## src/rtl/led_ctrl_pkg.sv

```systemverilog
// Shared types for the LED controller: channel mode encoding and sizing helpers.
// Pure declarations; no logic, no latency, no flow control.
// Imported by the interface, the channel sub-module and the top.
package led_ctrl_pkg;

    typedef enum logic [1:0] {
        MODE_OFF   = 2'd0,
        MODE_ON    = 2'd1,
        MODE_BLINK = 2'd2,
        MODE_PWM   = 2'd3
    } mode_t;

    // Channel-index width; a single-channel build still carries a 1-bit index.
    function automatic int chan_w(input int n);
        return (n > 1) ? $clog2(n) : 1;
    endfunction

endpackage

```

## src/rtl/led_ctrl_if.sv

```systemverilog
// Configuration write port of the LED controller (valid/ready, one write per accept).
// No storage; purely wiring between a config master and led_ctrl.
// Backpressure: master holds cfg_valid and payload until it sees cfg_ready at an edge.
interface led_ctrl_if
    import led_ctrl_pkg::*;
#(
    parameter int NUM_LEDS = 4,
    parameter int CNT_W    = 24,
    parameter int DUTY_W   = 8
) ();

    localparam int CHAN_W = chan_w(NUM_LEDS);

    logic              cfg_valid;
    logic              cfg_ready;
    logic [CHAN_W-1:0] cfg_chan;
    mode_t             cfg_mode;
    logic [CNT_W-1:0]  cfg_period;
    logic [DUTY_W-1:0] cfg_duty;

    modport master (
        output cfg_valid,
        output cfg_chan,
        output cfg_mode,
        output cfg_period,
        output cfg_duty,
        input  cfg_ready
    );

    modport slave (
        input  cfg_valid,
        input  cfg_chan,
        input  cfg_mode,
        input  cfg_period,
        input  cfg_duty,
        output cfg_ready
    );

endinterface

```

## src/rtl/led_chan.sv

```systemverilog
// One LED channel: mode/period/duty registers, prescaler, PWM step counter, registered LED bit.
// Latency: load/clr take effect at the same edge; led reflects the new mode from the next edge.
// Backpressure: none; load and clr are single-cycle strobes always honoured.
module led_chan
    import led_ctrl_pkg::*;
#(
    parameter int    CNT_W    = 24,
    parameter int    DUTY_W   = 8,
    parameter mode_t RST_MODE = MODE_BLINK
) (
    input  logic              clk,
    input  logic              rst_n,
    input  logic              load,
    input  logic              clr,
    input  mode_t             cfg_mode,
    input  logic [CNT_W-1:0]  cfg_period,
    input  logic [DUTY_W-1:0] cfg_duty,
    output logic              led
);

    localparam logic [DUTY_W-1:0] DUTY_RST = DUTY_W'(1) << (DUTY_W - 1);

    mode_t             mode;
    logic [CNT_W-1:0]  period;
    logic [DUTY_W-1:0] duty;
    logic [CNT_W-1:0]  pcnt;
    logic [DUTY_W-1:0] scnt;

    logic              tick;
    logic [CNT_W-1:0]  pcnt_nxt;
    logic [DUTY_W-1:0] scnt_nxt;
    logic              led_nxt;

    // Tick is the wrap cycle of the prescaler; period=0 ticks every cycle.
    always_comb begin
        tick     = (pcnt == period);
        pcnt_nxt = tick ? '0 : pcnt + 1'b1;
        scnt_nxt = scnt;
        led_nxt  = led;
        if (mode == MODE_PWM && tick) begin
            scnt_nxt = scnt + 1'b1;
        end
        case (mode)
            MODE_OFF:   led_nxt = 1'b0;
            MODE_ON:    led_nxt = 1'b1;
            MODE_BLINK: led_nxt = tick ? ~led : led;
            MODE_PWM:   led_nxt = (scnt < duty);
            default:    led_nxt = 1'b0;
        endcase
    end

    // A load also clears, so a simultaneous clr needs no separate handling.
    always_ff @(posedge clk or negedge rst_n) begin
        if (!rst_n) begin
            mode   <= RST_MODE;
            period <= '0;
            duty   <= DUTY_RST;
            pcnt   <= '0;
            scnt   <= '0;
            led    <= 1'b0;
        end else if (load) begin
            mode   <= cfg_mode;
            period <= cfg_period;
            duty   <= cfg_duty;
            pcnt   <= '0;
            scnt   <= '0;
            led    <= 1'b0;
        end else if (clr) begin
            pcnt   <= '0;
            scnt   <= '0;
            led    <= 1'b0;
        end else begin
            pcnt   <= pcnt_nxt;
            scnt   <= scnt_nxt;
            led    <= led_nxt;
        end
    end

endmodule

```

## src/rtl/led_ctrl.sv

```systemverilog
// Multi-channel LED driver (off/on/blink/PWM) with a valid/ready config port; LED_CTRL_SYNC_EN adds sync_clr.
// Latency: accepted write loads its channel and clears that LED at the accept edge.
// Backpressure: cfg_ready drops for exactly one cycle after every accept, including discarded ones.
module led_ctrl
    import led_ctrl_pkg::*;
#(
    parameter int NUM_LEDS = 4,
    parameter int CNT_W    = 24,
    parameter int DUTY_W   = 8,
    parameter int RST_MODE = 2
) (
    input  logic                clk,
    input  logic                rst_n,
`ifdef LED_CTRL_SYNC_EN
    input  logic                sync_clr,
`endif
    led_ctrl_if.slave           cfg,
    output logic [NUM_LEDS-1:0] led
);

    localparam int    CHAN_W  = chan_w(NUM_LEDS);
    localparam mode_t RST_M   = mode_t'(RST_MODE[1:0]);

    logic ready_q;
    logic accept;
    logic clr;

    assign accept        = cfg.cfg_valid && ready_q;
    assign cfg.cfg_ready = ready_q;

    always_ff @(posedge clk or negedge rst_n) begin
        if (!rst_n) begin
            ready_q <= 1'b0;
        end else begin
            ready_q <= !accept;
        end
    end

`ifdef LED_CTRL_SYNC_EN
    assign clr = sync_clr;
`else
    assign clr = 1'b0;
`endif

    // Out-of-range indices match no instance, so such writes vanish after the handshake.
    for (genvar i = 0; i < NUM_LEDS; i++) begin : g_chan
        logic load;
        assign load = accept && (cfg.cfg_chan == CHAN_W'(i));

        led_chan #(
            .CNT_W    (CNT_W),
            .DUTY_W   (DUTY_W),
            .RST_MODE (RST_M)
        ) u_chan (
            .clk        (clk),
            .rst_n      (rst_n),
            .load       (load),
            .clr        (clr),
            .cfg_mode   (cfg.cfg_mode),
            .cfg_period (cfg.cfg_period),
            .cfg_duty   (cfg.cfg_duty),
            .led        (led[i])
        );
    end

endmodule
```

## src/flat_wrapper.sv

```systemverilog
// flat-port wrapper written by rule: the top's interface ports become plain ports
module led_ctrl_flat import led_ctrl_pkg::*;
#(
    parameter int NUM_LEDS = 4,
    parameter int CNT_W    = 24,
    parameter int DUTY_W   = 8,
    parameter int RST_MODE = 2
)
  (clk, rst_n, led, cfg_cfg_valid, cfg_cfg_chan, cfg_cfg_mode, cfg_cfg_period, cfg_cfg_duty, cfg_cfg_ready);
  led_ctrl_if #(.NUM_LEDS(NUM_LEDS), .CNT_W(CNT_W), .DUTY_W(DUTY_W)) cfg_i ();
  input  logic clk;
  input  logic rst_n;
  output logic [NUM_LEDS-1:0] led;
  input wire logic [$bits(cfg_i.cfg_valid)-1:0] cfg_cfg_valid;
  input wire logic [$bits(cfg_i.cfg_chan)-1:0] cfg_cfg_chan;
  input wire logic [$bits(cfg_i.cfg_mode)-1:0] cfg_cfg_mode;
  input wire logic [$bits(cfg_i.cfg_period)-1:0] cfg_cfg_period;
  input wire logic [$bits(cfg_i.cfg_duty)-1:0] cfg_cfg_duty;
  output wire logic [$bits(cfg_i.cfg_ready)-1:0] cfg_cfg_ready;
  assign cfg_i.cfg_valid = cfg_cfg_valid;
  assign cfg_i.cfg_chan = cfg_cfg_chan;
  assign cfg_i.cfg_mode = cfg_cfg_mode;
  assign cfg_i.cfg_period = cfg_cfg_period;
  assign cfg_i.cfg_duty = cfg_cfg_duty;
  assign cfg_cfg_ready = cfg_i.cfg_ready;
  led_ctrl #(.NUM_LEDS(NUM_LEDS), .CNT_W(CNT_W), .DUTY_W(DUTY_W), .RST_MODE(RST_MODE)) u_core (.clk(clk), .rst_n(rst_n), .cfg(cfg_i), .led(led));
endmodule
```

## config.mk

```make
export PLATFORM = sky130hd
export DESIGN_NAME = led_ctrl_flat
export DESIGN_NICKNAME = d
export VERILOG_FILES = /design/src/rtl/led_ctrl_pkg.sv /design/src/rtl/led_ctrl_if.sv /design/src/rtl/led_chan.sv /design/src/rtl/led_ctrl.sv /design/src/flat_wrapper.sv
export SDC_FILE = /design/constraint.sdc
export NUM_CORES = 1
export LEC_CHECK = 0
export BUFFER_PORTS_ARGS = -buffer_cell sky130_fd_sc_hd__buf_4
export CORE_UTILIZATION = 60
export CTS_BUF_LIST = sky130_fd_sc_hd__clkbuf_2
export CTS_CLUSTER_DIAMETER = 40
export DETAILED_ROUTE_END_ITERATION = 6
export PLACE_DENSITY = 0.77
export SYNTH_ARGS = -nofsm -noshare
export SYNTH_HDL_FRONTEND = slang
export SYNTH_SLANG_ARGS = --single-unit
```

## constraint.sdc

```tcl
create_clock -name clk -period 4.52 [get_ports clk]
set_input_delay 0.678 -clock clk [delete_from_list [all_inputs] [get_ports clk]]
set_output_delay 0.678 -clock clk [all_outputs]
set_load 0.01 [all_outputs]
```

==> flow_results.xml <==
<?xml version="1.0" encoding="UTF-8"?>
<metrics>
  <group name="global_routing">
    <metric name="grt_max_degree" unit="">128</metric>
    <metric name="via_count_of_the_first_global_routing_pass" unit="">9979</metric>
    <metric name="track_usage" unit="%">28.4</metric>
    <metric name="globalRouteOverflowTotal" unit="">0</metric>
    <metric name="antenna_violations_before_repair" unit="">1</metric>
    <metric name="first_pass_grt_wire_length" unit="mm">49.6</metric>
  </group>
  <group name="critical_path">
    <metric name="critPathRequiredTime" unit="ps">5250</metric>
    <metric name="critical_path_buf_inv_count" unit="">0</metric>
    <metric name="max_stage_delay" unit="ps">590</metric>
    <metric name="worst_setup_path_startpoint" unit="">u_core.g_chan[2].u_chan.pcnt[2]</metric>
    <metric name="critical_path.startpoint_type" unit="">flop</metric>
    <metric name="crit_path_end_kind" unit="">flop</metric>
    <metric name="worst-endpoint-arrival" unit="ps">3320</metric>
    <metric name="crit_path_category" unit="">flop to flop</metric>
    <metric name="ff_to_ff_start" unit="">u_core.g_chan[2].u_chan.pcnt[2]</metric>
    <metric name="cp_top_family" unit="">simple AND/OR/NAND/NOR gates</metric>
    <metric name="crit_path_max_fanout" unit="">10</metric>
    <metric name="critical_path.cell_chain" unit="">xor2_1 -&gt; nor4_2 -&gt; nand4_1 -&gt; or3_1 -&gt; or4_1 -&gt; a21oi_1</metric>
    <metric name="cpMaxStageDelayCell" unit="">sky130_fd_sc_hd__or3_1</metric>
  </group>
  <group name="floorplan">
    <metric name="die-area" unit="mm2">0.0226</metric>
    <metric name="die_x" unit="um">150</metric>
    <metric name="core_region_area" unit="mm2">0.0213</metric>
    <metric name="core.rowCount" unit="">53</metric>
    <metric name="die_y" unit="um">150</metric>
    <metric name="initial_core_util" unit="%">61.9</metric>
    <metric name="io_pins" unit="">44</metric>
  </group>
  <group name="clocking">
    <metric name="h_tree_levels" unit="">3</metric>
    <metric name="post_cts_resized" unit="">0</metric>
    <metric name="tritoncts" unit="">built</metric>
    <metric name="clkSlewWorstSetupHoldPaths" unit="ps">110</metric>
    <metric name="clock_path_buffers" unit="">3</metric>
    <metric name="cts_sinks" unit="">269</metric>
    <metric name="cts_root_buf" unit="">sky130_fd_sc_hd__clkbuf_2</metric>
    <metric name="cts_buffers" unit="">73</metric>
    <metric name="postCtsSetupBuffers" unit="">0</metric>
    <metric name="worst_skew_pair_later_pin_latency" unit="ps">840</metric>
  </group>
  <group name="synth">
    <metric name="postSynthAreaPerCell" unit="um2">9.09</metric>
    <metric name="synth-edff-count" unit="">0</metric>
    <metric name="yosys_register_bits" unit="">269</metric>
    <metric name="synth_largest_type_area_fraction" unit="%">49.5</metric>
    <metric name="post_synth_num_cell_types" unit="">50</metric>
    <metric name="yosys.area.top_type" unit="">sky130_fd_sc_hd__dfrtp_1</metric>
    <metric name="netlist_top_cells_area" unit="">sky130_fd_sc_hd__dfrtp_1 50%, sky130_fd_sc_hd__nand2_1 12%, sky130_fd_sc_hd__xor2_1 9.7%</metric>
    <metric name="ys_seq_area_share" unit="%">51.1</metric>
    <metric name="synthesized_netlist_cell_count" unit="">1450</metric>
    <metric name="ys_dominant_reg_cell" unit="">sky130_fd_sc_hd__dfrtp_1</metric>
    <metric name="synth_area" unit="mm2">0.0132</metric>
    <metric name="synthesis.nets" unit="">1525</metric>
    <metric name="yosys_warnings" unit="">0</metric>
    <metric name="asyncSetResetFlopFracSynth" unit="%">100</metric>
  </group>
  <group name="sta">
    <metric name="timing.final.hold_violations" unit="">0</metric>
    <metric name="finalSetupViolations" unit="">0</metric>
    <metric name="tns" unit="ps">0</metric>
    <metric name="drv_slew" unit="">0</metric>
    <metric name="finalClockSkew" unit="ps">72.9</metric>
    <metric name="min_period_over_period" unit="%">57.3</metric>
    <metric name="slew_headroom" unit="%">27.3</metric>
    <metric name="tightest_slew" unit="ps">1090</metric>
    <metric name="hold_slack" unit="ps">99.8</metric>
    <metric name="min_tclk_post_route" unit="ps">2590</metric>
    <metric name="fmax" unit="MHz">386</metric>
    <metric name="rsz0062_at_grt" unit="">no</metric>
  </group>
  <group name="routing">
    <metric name="drt_iter0_drc" unit="">648</metric>
    <metric name="ant_nets" unit="">0</metric>
    <metric name="routed_vias_inst" unit="">5.49</metric>
    <metric name="dr_total_vias" unit="">10100</metric>
    <metric name="wl_per_cell" unit="um">16.4</metric>
    <metric name="drt_wl_total" unit="mm">30.3</metric>
    <metric name="drc_errors" unit="">0</metric>
    <metric name="first_pass_iters" unit="">4</metric>
  </group>
  <group name="power">
    <metric name="p_per_area" unit="mW/mm2">396</metric>
    <metric name="clockPowerShare" unit="%">28.7</metric>
    <metric name="vdd_drop_max" unit="V">0.000253</metric>
    <metric name="p_leak" unit="uW">0.00744</metric>
    <metric name="power.share.sequential" unit="%">54.5</metric>
    <metric name="swShare" unit="%">32.7</metric>
    <metric name="intPower" unit="uW">3820</metric>
    <metric name="netSwitchingPower" unit="uW">1860</metric>
    <metric name="comb_power_share" unit="%">16.8</metric>
  </group>
  <group name="place">
    <metric name="place_area" unit="mm2">0.0137</metric>
    <metric name="place.gp.congestion" unit="">0.844</metric>
    <metric name="io_buffer_count" unit="">43</metric>
    <metric name="dp_hpwl" unit="mm">20.6</metric>
  </group>
  <group name="status">
    <metric name="status" unit="">finished clean</metric>
  </group>
  <group name="finish">
    <metric name="final_net_count" unit="">1599</metric>
    <metric name="post_route_cells_drive_above_1_share" unit="%">12.1</metric>
    <metric name="most-common-layout-cells" unit="">416 x sky130_fd_sc_hd__nand2_1, 261 x sky130_fd_sc_hd__dfrtp_1, 146 x sky130_fd_sc_hd__xor2_1</metric>
    <metric name="finish.instance_area" unit="mm2">0.0144</metric>
    <metric name="area_growth" unit="%">8.98</metric>
    <metric name="final_common_cell" unit="">sky130_fd_sc_hd__nand2_1</metric>
    <metric name="nFillCells" unit="">1750</metric>
  </group>
  <group name="hold_path">
    <metric name="timing.hold.worst.start" unit="">cfg_cfg_valid</metric>
    <metric name="holdCritPathClass" unit="">input pin to flop</metric>
  </group>
  <group name="job">
    <metric name="max-cap-violations" unit="">0</metric>
  </group>
</metrics>
==> per-layer routing <==
metal,wire length (um),up-vias,GRT usage [%],share of wire (%)
met2,14100,260,44.5,46
met3,1570,51,4.94,5.2
met4,641,0,11.0,2.1
met5,0,-,0,0
li1,-,4935,-,-
met1,14000,4902,39.6,46
==> stage by stage <==
| step | setup slack, ps | instances | util, % | total power, uW |
|---|---|---|---|---|
| floorplan | 2280 | 1450 | - | 3740 |
| global placement | 2020 | 1723 | 64.6 | 4040 |
| detailed placement | 1930 | 1723 | 64.6 | 4090 |
| CTS | 1920 | 1848 | 67.5 | 5730 |
| global route | 1700 | 1849 | 67.5 | 6030 |
| finish | 1930 | 1849 | 67.5 | 5680 |
==> state kept, by name (all words and copies together), names as in the netlist <==
| name | flops |
|---|---|
| u_core.g_chan.u_chan.led | 4 |
| u_core.cfg.cfg_ready | 1 |
| u_core.g_chan.u_chan.duty | 32 |
| u_core.g_chan.u_chan.mode | 8 |
| u_core.g_chan.u_chan.period | 96 |
| u_core.g_chan.u_chan.pcnt | 96 |
| u_core.g_chan.u_chan.scnt | 32 |
==> what timing repair did <==
action                                  in CTS  in global routing
endpoints found under the setup margin       0                  0
endpoints found under the hold margin       74                  0
hold buffers                                 1                  0
==> worst paths after layout <==
path | end | slack [ps] | cells past startpoint
max | u_core.g_chan[2].u_chan.scnt[6] | 1930 | 6
min | u_core.cfg.cfg_ready | 100 | 2
max reg2reg | u_core.g_chan[2].u_chan.scnt[6] | 1930 | 6
min reg2reg | u_core.g_chan[2].u_chan.mode[1] | 490 | 2
max in group asynchronous | u_core.g_chan[0].u_chan.pcnt[16] | 2910 | 3
min in group asynchronous | u_core.g_chan[1].u_chan.duty[4] | 520 | 2
==> Yosys cell counts, types with 3 or more instances <==
cell type,instances
sky130_fd_sc_hd__nand3_1,44
sky130_fd_sc_hd__buf_4,4
sky130_fd_sc_hd__clkbuf_1,45
sky130_fd_sc_hd__and4_1,8
sky130_fd_sc_hd__a21oi_1,27
sky130_fd_sc_hd__o31ai_1,4
sky130_fd_sc_hd__dfrtp_1,261
sky130_fd_sc_hd__mux2i_1,8
sky130_fd_sc_hd__nand2b_1,8
sky130_fd_sc_hd__ha_1,36
sky130_fd_sc_hd__nor3_1,17
sky130_fd_sc_hd__or2_2,3
sky130_fd_sc_hd__nand4_1,26
sky130_fd_sc_hd__nand2_1,416
sky130_fd_sc_hd__xnor2_1,45
sky130_fd_sc_hd__nor4_1,35
sky130_fd_sc_hd__or4_1,6
sky130_fd_sc_hd__or3_1,13
sky130_fd_sc_hd__dfstp_2,8
sky130_fd_sc_hd__inv_1,45
sky130_fd_sc_hd__nor2_1,135
sky130_fd_sc_hd__buf_1,3
sky130_fd_sc_hd__nor2b_1,4
sky130_fd_sc_hd__o21ai_0,51
sky130_fd_sc_hd__xor2_1,146
sky130_fd_sc_hd__and3_1,19
==> power by group through the flow <==
stage	Sequential, uW	Combinational [uW]	Clock (uW)
final	3100	956	1630
after floorplan	3030	713	0
after CTS	3090	964	1680
after global placement	3120	919	0
after detailed placement	3130	958	0
after global routing	3140	1090	1800
==> layout make-up <==
type	count	area, um2	area share (%)
multi-input combinational	1081	6060	42.2
clock buffer	111	556	3.87
antenna	1	2.50	0.0174
clock inverter	13	53.8	0.374
tap	275	344	2.39
sequential	269	6740	46.9
inverter	45	169	1.18
timing repair buffer	54	440	3.06
==> cell families after synthesis <==
logic type,count (synthesis),synth area share (%)
fa+ha+maj,36,3.42
buf+inv,100,3.08
compound gates,98,4.17
flops,269,51.1
xor+xnor,191,12.7
simple gates,748,24.9
mux,8,0.607
(Power assumes the default switching activity.)
